File: config.mk
export PLATFORM = sky130hd
export DESIGN_NAME = crc_frame_seq
export DESIGN_NICKNAME = d
export VERILOG_FILES = /design/src/rtl/crc_pkg.sv /design/src/rtl/crc8_serial.sv /design/src/rtl/crc_frame_seq.sv
export SDC_FILE = /design/constraint.sdc
export NUM_CORES = 1
export LEC_CHECK = 0
export ABC_AREA = 1
export ABC_CLOCK_PERIOD_IN_PS = 1480
export BUFFER_PORTS_ARGS = -buffer_cell sky130_fd_sc_hd__buf_2
export CAP_MARGIN = 5
export CORE_ASPECT_RATIO = 0.75
export CORE_MARGIN = 1
export CORE_UTILIZATION = 35
export CTS_BUF_LIST = sky130_fd_sc_hd__clkbuf_2 sky130_fd_sc_hd__clkbuf_4 sky130_fd_sc_hd__clkbuf_8
export DETAILED_ROUTE_END_ITERATION = 10
export PLACE_DENSITY = 0.62
export SLEW_MARGIN = 20
export SYNTH_ARGS = -nofsm -noshare
export SYNTH_HDL_FRONTEND = slang
export SYNTH_SLANG_ARGS = --single-unit
export TNS_END_PERCENT = 30
File: constraint.sdc
create_clock -name clk -period 1.48 [get_ports clk]
set_clock_uncertainty 0.05 [all_clocks]
set_input_delay 0.148 -clock clk [delete_from_list [all_inputs] [get_ports clk]]
set_output_delay 0.148 -clock clk [all_outputs]
set_load 0.01 [all_outputs]
File: src/rtl/crc_pkg.sv
// Shared types and constants for the WimpFi transmit CRC sequencer.
// Dallas/Maxim CRC-8, reflected form, LSB-first.
package crc_pkg;

    typedef enum logic [1:0] {
        IDLE,
        SHIFT,
        EMIT,
        EMIT_CRC
    } state_t;

    localparam int         BYTE_W        = 8;
    localparam logic [7:0] CRC_POLY_REFL = 8'h8C;
    localparam logic [7:0] CRC_INIT      = 8'h00;

endpackage

File: src/rtl/crc8_serial.sv
// Bit-serial Dallas/Maxim CRC-8 LFSR (x^8+x^5+x^4+1).
// One data bit per enabled cycle; clr wins over enb.
module crc8_serial
    import crc_pkg::*;
(
    input  logic       clk,
    input  logic       rst,
    input  logic       clr,
    input  logic       enb,
    input  logic       d,
    output logic [7:0] crc
);

    logic fb;

    assign fb = crc[0] ^ d;

    always_ff @(posedge clk or posedge rst) begin
        if (rst) begin
            crc <= CRC_INIT;
        end else if (clr) begin
            crc <= CRC_INIT;
        end else if (enb) begin
            crc <= (crc >> 1) ^ (fb ? CRC_POLY_REFL : 8'h00);
        end
    end

endmodule

File: src/rtl/crc_frame_seq.sv
// Transmit CRC sequencer: echoes frame bytes and appends a CRC-8 byte.
// Optional receive-check mode is enabled with the CRC_CHECK_EN macro.
module crc_frame_seq
    import crc_pkg::*;
(
    input  logic              clk,
    input  logic              rst,
    input  logic              in_valid,
    input  logic [BYTE_W-1:0] in_data,
    input  logic              in_last,
    output logic              in_ready,
    output logic              out_valid,
    output logic [BYTE_W-1:0] out_data,
    output logic              out_last,
    input  logic              out_ready,
`ifdef CRC_CHECK_EN
    input  logic              check_mode,
    output logic              crc_ok,
`endif
    output logic              busy
);

    state_t            state;
    state_t            state_nxt;
    logic [2:0]        cnt;
    logic [BYTE_W-1:0] hold;
    logic              last_q;
    logic              busy_q;
    logic              chk_q;
    logic [7:0]        crc;

    logic accept;
    logic out_hs;
    logic final_hs;
    logic lfsr_en;
    logic lfsr_d;

    crc8_serial u_crc (
        .clk (clk),
        .rst (rst),
        .clr (final_hs),
        .enb (lfsr_en),
        .d   (lfsr_d),
        .crc (crc)
    );

    always_comb begin
        in_ready  = (state == IDLE);
        out_valid = (state == EMIT) || (state == EMIT_CRC);
        out_data  = (state == EMIT_CRC) ? crc : hold;
        out_last  = (state == EMIT_CRC)
                 || ((state == EMIT) && last_q && chk_q);
        accept    = in_valid && in_ready;
        out_hs    = out_valid && out_ready;
        final_hs  = out_hs && out_last;
        lfsr_en   = (state == SHIFT);
        lfsr_d    = hold[cnt];
        busy      = busy_q;
    end

    always_comb begin
        state_nxt = state;
        unique case (state)
            IDLE: begin
                if (accept) state_nxt = SHIFT;
            end
            SHIFT: begin
                if (cnt == 3'd7) state_nxt = EMIT;
            end
            EMIT: begin
                if (out_hs) begin
                    state_nxt = (last_q && !chk_q) ? EMIT_CRC : IDLE;
                end
            end
            EMIT_CRC: begin
                if (out_hs) state_nxt = IDLE;
            end
            default: state_nxt = IDLE;
        endcase
    end

    always_ff @(posedge clk or posedge rst) begin
        if (rst) begin
            state  <= IDLE;
            cnt    <= 3'd0;
            hold   <= '0;
            last_q <= 1'b0;
            busy_q <= 1'b0;
        end else begin
            state <= state_nxt;
            if (state == SHIFT) cnt <= cnt + 3'd1;
            if (accept) begin
                hold   <= in_data;
                last_q <= in_last;
            end
            if (accept) begin
                busy_q <= 1'b1;
            end else if (final_hs) begin
                busy_q <= 1'b0;
            end
        end
    end

`ifdef CRC_CHECK_EN
    // Mode is taken from the first byte only and held for the frame.
    always_ff @(posedge clk or posedge rst) begin
        if (rst) begin
            chk_q <= 1'b0;
        end else if (accept && !busy_q) begin
            chk_q <= check_mode;
        end
    end

    assign crc_ok = final_hs && chk_q && (state == EMIT) && (crc == 8'h00);
`else
    assign chk_q = 1'b0;
`endif

endmodule

* Yosys cells after proc, flatten, opt, wreduce, memory -nomap -nowiden *
Cells that the tools add are included.
Widths: inputs -> output; s select.

storage, ports and cells
  output and inout bits = 12
  flip-flop bits (word level) = 23
  bits in writable memories = 0
  memories kept = 0
  bits in latches = 0
  memory bits (read-only) = 0

operators by class
  muxes and demuxes = 14
  equal/unequal tests = 8
  $lt $le $gt $ge = 1
  add/sub/neg operators = 1
  shifts and indexed selects = 0
  bitwise gates (word level) = 2
  multipliers = 0
  divide/modulo/power cells = 0
  reduce and logical (&&, ||, !) cells = 8

operator list
  operator             number
  $mux 8               4
  $mux 2               5
  $pmux 2 s4           1
  $xor 7x8->8          1
  $ne 2x1->1 const B   3
  $eq 2x2->1 const B   2
  $lt 3x4->1 const B   1
  $reduce_and 4->1     1
  $reduce_bool 2->1    2
  $add 3x1->3 const B  1
  $bmux 1 s3           1
  $eq 3x3->1 const B   1
  $logic_and 1x1->1    3
  $mux 1               3
  $eq 2x1->1 const B   1
  $logic_not 2->1      1
  $ne 2x2->1 const B   1
  $logic_or 1x1->1     1
  $xor 1x1->1          1

* Depth between registers and ports, before layout *
  depth after elaboration = 7
  mapped depth = 9
  mapped depth without buffers = 9

* By module *
A second synthesis with hierarchy kept.

second synthesis, totals
  cell total of the unflattened synthesis = 158
  area total of the unflattened synthesis = 1,257.5 µm²

by module, submodules not included
  module         cells each  area each (µm²)  instances
  crc_frame_seq  115         884.6            1
  crc8_serial    43          372.9            1

* Worst setup path before layout *
No wires, ideal clock.

  path type = flip-flop to output port
  from = reg state[1]
  to = out out_data[6]
  path slack = 0.158 ns
  stages on the path, launching flop included = 6
  path buffers = 2
  arrival = 1.124 ns
  path through = dfrtp_1 -> buf_4 -> nand2_1 -> clkbuf_1 -> nand2_1 -> o21ai_0

on the way
  word-level cells in the longest chain between the ends = 2

RTL lines
  what                    RTL line             RTL
  start, declared         crc_frame_seq.sv:23  state_t state;
  start signal, assigned  crc_frame_seq.sv:90  state <= state_nxt;
  $eq 2x2->1              crc_frame_seq.sv:50  out_data = (state == EMIT_CRC) ? crc : hold;
  $mux 8                  crc_frame_seq.sv:50
  end, declared           crc_frame_seq.sv:13  output logic [BYTE_W-1:0] out_data,

Every way passes these cells.

* Worst setup path after layout *
  from = reg state[1]
  to = out out_data[1]

The elaborated chain is that of the path after synthesis.

==> metrics.md <==
| Metric | Value |
|---|---|
| Setup Viol. Count Final | `0` |
| Layout cells sized above 1 | `0.363` |
| Arr. time, crit path | `1.24 ns` |
| Placed Area | `1350 sq um` |
| Total track usage | `0.165` |
| Starting Density | `0.381` |
| Setup WS post-layout | `0.0410 ns` |
| Syn-to-layout area delta | `24.9%` |
| Count of cell types in the netlist | `21` |
| Reg area | `579 sq um` |
| RSZ-0062 raised after global routing | `yes` |
| Tot Pwr | `3.49 mW` |
| Worst-path cell chain | `nand2_4 -> buf_12 -> o21ai_0 -> buf_2` |
| Input/output buffers | `24` |
| Final #Nets | `176` |
| # placed instances | `190` |
| Final std cells w/o fill | `198` |
| Fillers | `297` |
| Path length in cells of the critical path | `4` |
| Post-route antenna net violation count | `0` |
| Worst skew pair latency | `0.27 ns` |
| Cell Area, Synth | `1160 sq um` |
| Iteration-0 DRC count of the detailed router | `77` |
| Critical Path Max Stage Delay | `0.42 ns` |
| Die area | `3550 sq um` |
| Largest net degree at the start of global routing | `24` |
| Worst endpoint required time | `1.28 ns` |
| Pwr/cell area | `2410 nW/um^2` |
| # clock sinks | `23` |
| DR pass1 iterations | `4` |
| Top cell family by delay on the critical path | `flip-flops` |
| Max clock buf depth | `2` |
| Max-cap check violation count | `0` |
| Reg2reg setup slack | `0.09 ns` |
| Lkg Pwr | `0.740 nW` |
| Design area | `1450 sq um` |
| Routed vias/inst | `4.88` |
| DR WL/cell | `12.7 um` |
| Synthesized Nets | `143` |
| Final worst-path cycle share | `0.972` |
| Slowest-stage cell, CP | `dfrtp_2` |
| N_diodes | `0` |
| Worst setup EP type | `output pin` |
| Pre-CTS setup slack | `0.0719 ns` |
| CTS root buf | `clkbuf_8` |
| Row count | `17` |
| Total core area | `3040 sq um` |
| Initial antenna violation count | `0` |
| Worst-Margin Slew | `0.291 ns` |
| Hold Slack | `0.0566 ns` |
| Slew Limit Fails | `0` |
| Critical path type | `reg -> out` |
| R2R Path Start | `cnt[0]` |
| CP Max Fanout | `17` |
| Worst setup path endpoint | `out_data[1]` |
| Synth Instances | `128` |
| Routed via count | `967` |
| Die W | `68.4 um` |
| Setup crit start kind | `register` |
| CTS tree | `yes` |
| Slew margin rel. | `0.806` |
| Final hold violation count | `0` |
| Multi-input logic area | `517 sq um` |
| Minimum clock period | `1.44 ns` |
| Clock Pin Slew Worst Setup and Hold Paths | `0.08 ns` |
| Outcome | `finished clean` |
| Mean area per synthesized cell | `9.05 sq um` |
| Path depth of the worst reg2reg path | `5` |
| Io pins | `25` |
| First-pass GRT wire length | `4180 um` |
| Yosys warns | `0` |
| Worst IR Drop VDD | `0.914 mV` |
| Vias in the first global route | `903` |
| Die extent in y | `51.8 um` |
| Residual DRC count | `0` |
| Worst Setup SP | `state[1]` |
| Total gr overflow | `0` |
| Hpwl dp | `1880 um` |
| CTS buffer count | `3` |
| Placer Congestion | `0.818` |
| Hold Crit Class | `in -> reg` |
| R2R Path End | `state[0]` |
| Final Util | `0.476` |
| Sequential area share after synthesis | `0.497` |
| Final WL | `2510 um` |
| CTS H-tree depth | `1` |
| Setup_tns | `0 ns` |
| Crit path buf inv count | `2` |
| Yosys reg bits | `23` |
| Fmax | `695 MHz` |
-- power breakdown --
part / internal (mW) / switching, mW
Clock: 0.188 / 0.205
Combinational: 0.818 / 1.08
Sequential: 0.942 / 0.258
Total: 1.95 / 1.54
-- cells by family (layout without fill, tap and decap cells) --
kind of cell    Yosys count  in the layout  synth area share
buf+inv                  21             53            0.0734
xor+xnor                  1              1           0.00756
mux                       9              9            0.0875
fa+ha+maj                 2              2            0.0216
compound gates           20             20            0.0939
flops                    23             23             0.497
simple gates             52             52             0.219
-- synth_stat cells, drive strengths merged --
master,count,share of area
dfrtp,23,0.50
o22ai,5,0.027
nand3,16,0.078
ha,2,0.022
buf,1,0.0065
a31oi,2,0.011
o21ai,13,0.056
xor2,1,0.0076
mux2,9,0.087
nand2,30,0.099
inv,18,0.060
nor2,6,0.042
clkbuf,2,0.0065
-- cell type report --
cell class / count / share of cell area
Clock buffer: 3 / 0.0285
Sequential cell: 23 / 0.400
Clock inverter: 1 / 0.00346
Inverter: 18 / 0.0484
Timing Repair Buffer: 31 / 0.130
Multi-Input combinational cell: 84 / 0.357
Tap cell: 38 / 0.0328
-- layout by cell type, fill, tap and decap left out, types with 2 or more instances in the layout --
| master | synthesis | routed |
|---|---|---|
| o22ai_1 | 5 | 5 |
| nand3_1 | 14 | 14 |
| inv_1 | 15 | 15 |
| buf_2 | 0 | 24 |
| clkbuf_8 | 0 | 3 |
| nor2_4 | 1 | 2 |
| o21ai_0 | 12 | 11 |
| mux2_2 | 9 | 9 |
| nor2_1 | 3 | 2 |
| dfrtp_1 | 23 | 20 |
| nand3_2 | 2 | 2 |
| dfrtp_2 | 0 | 3 |
| inv_2 | 2 | 2 |
| a31oi_1 | 2 | 2 |
| buf_4 | 1 | 5 |
| nand2_1 | 29 | 28 |
| ha_1 | 2 | 2 |
-- what timing repair did --
item,4_1_cts,5_1_grt
hold buffers,1,0
setup endpoints to repair,8,10
hold endpoints to repair,23,0
gates resized for setup,3,6
gates cloned,0,0
buffers inserted,3,0
-- worst min path at each step --
| stage | start | endpoint | slack, ns | cells after the start |
|---|---|---|---|---|
| 6_report | in_data[6] | hold[6] | 0.06 | 2 |
| 5_1_grt | in_data[5] | hold[5] | 0.05 | 2 |
| 3_5_place_dp | rst | hold[5] | 0.16 | 3 |
| 3_3_place_gp | rst | hold[1] | 0.15 | 3 |
| 4_1_cts | in_data[5] | hold[5] | 0.05 | 2 |
| 2_1_floorplan | rst | busy | 0.1 | 1 |
-- sequential cells by signal, indices dropped and copies added, names as in the netlist --
name,count
busy,1
cnt,3
hold,8
last_q,1
state,2
u_crc.crc,8
-- metal layers --
metal  up-vias  routed length, um  global-route usage
met5         -                  0                   0
met4         0                 29              0.0556
met3         5                135              0.0461
met2        26               1150               0.253
met1       447               1200               0.221
li1        489                  -                   -
Note: power is estimated with default switching activity, not from simulation.
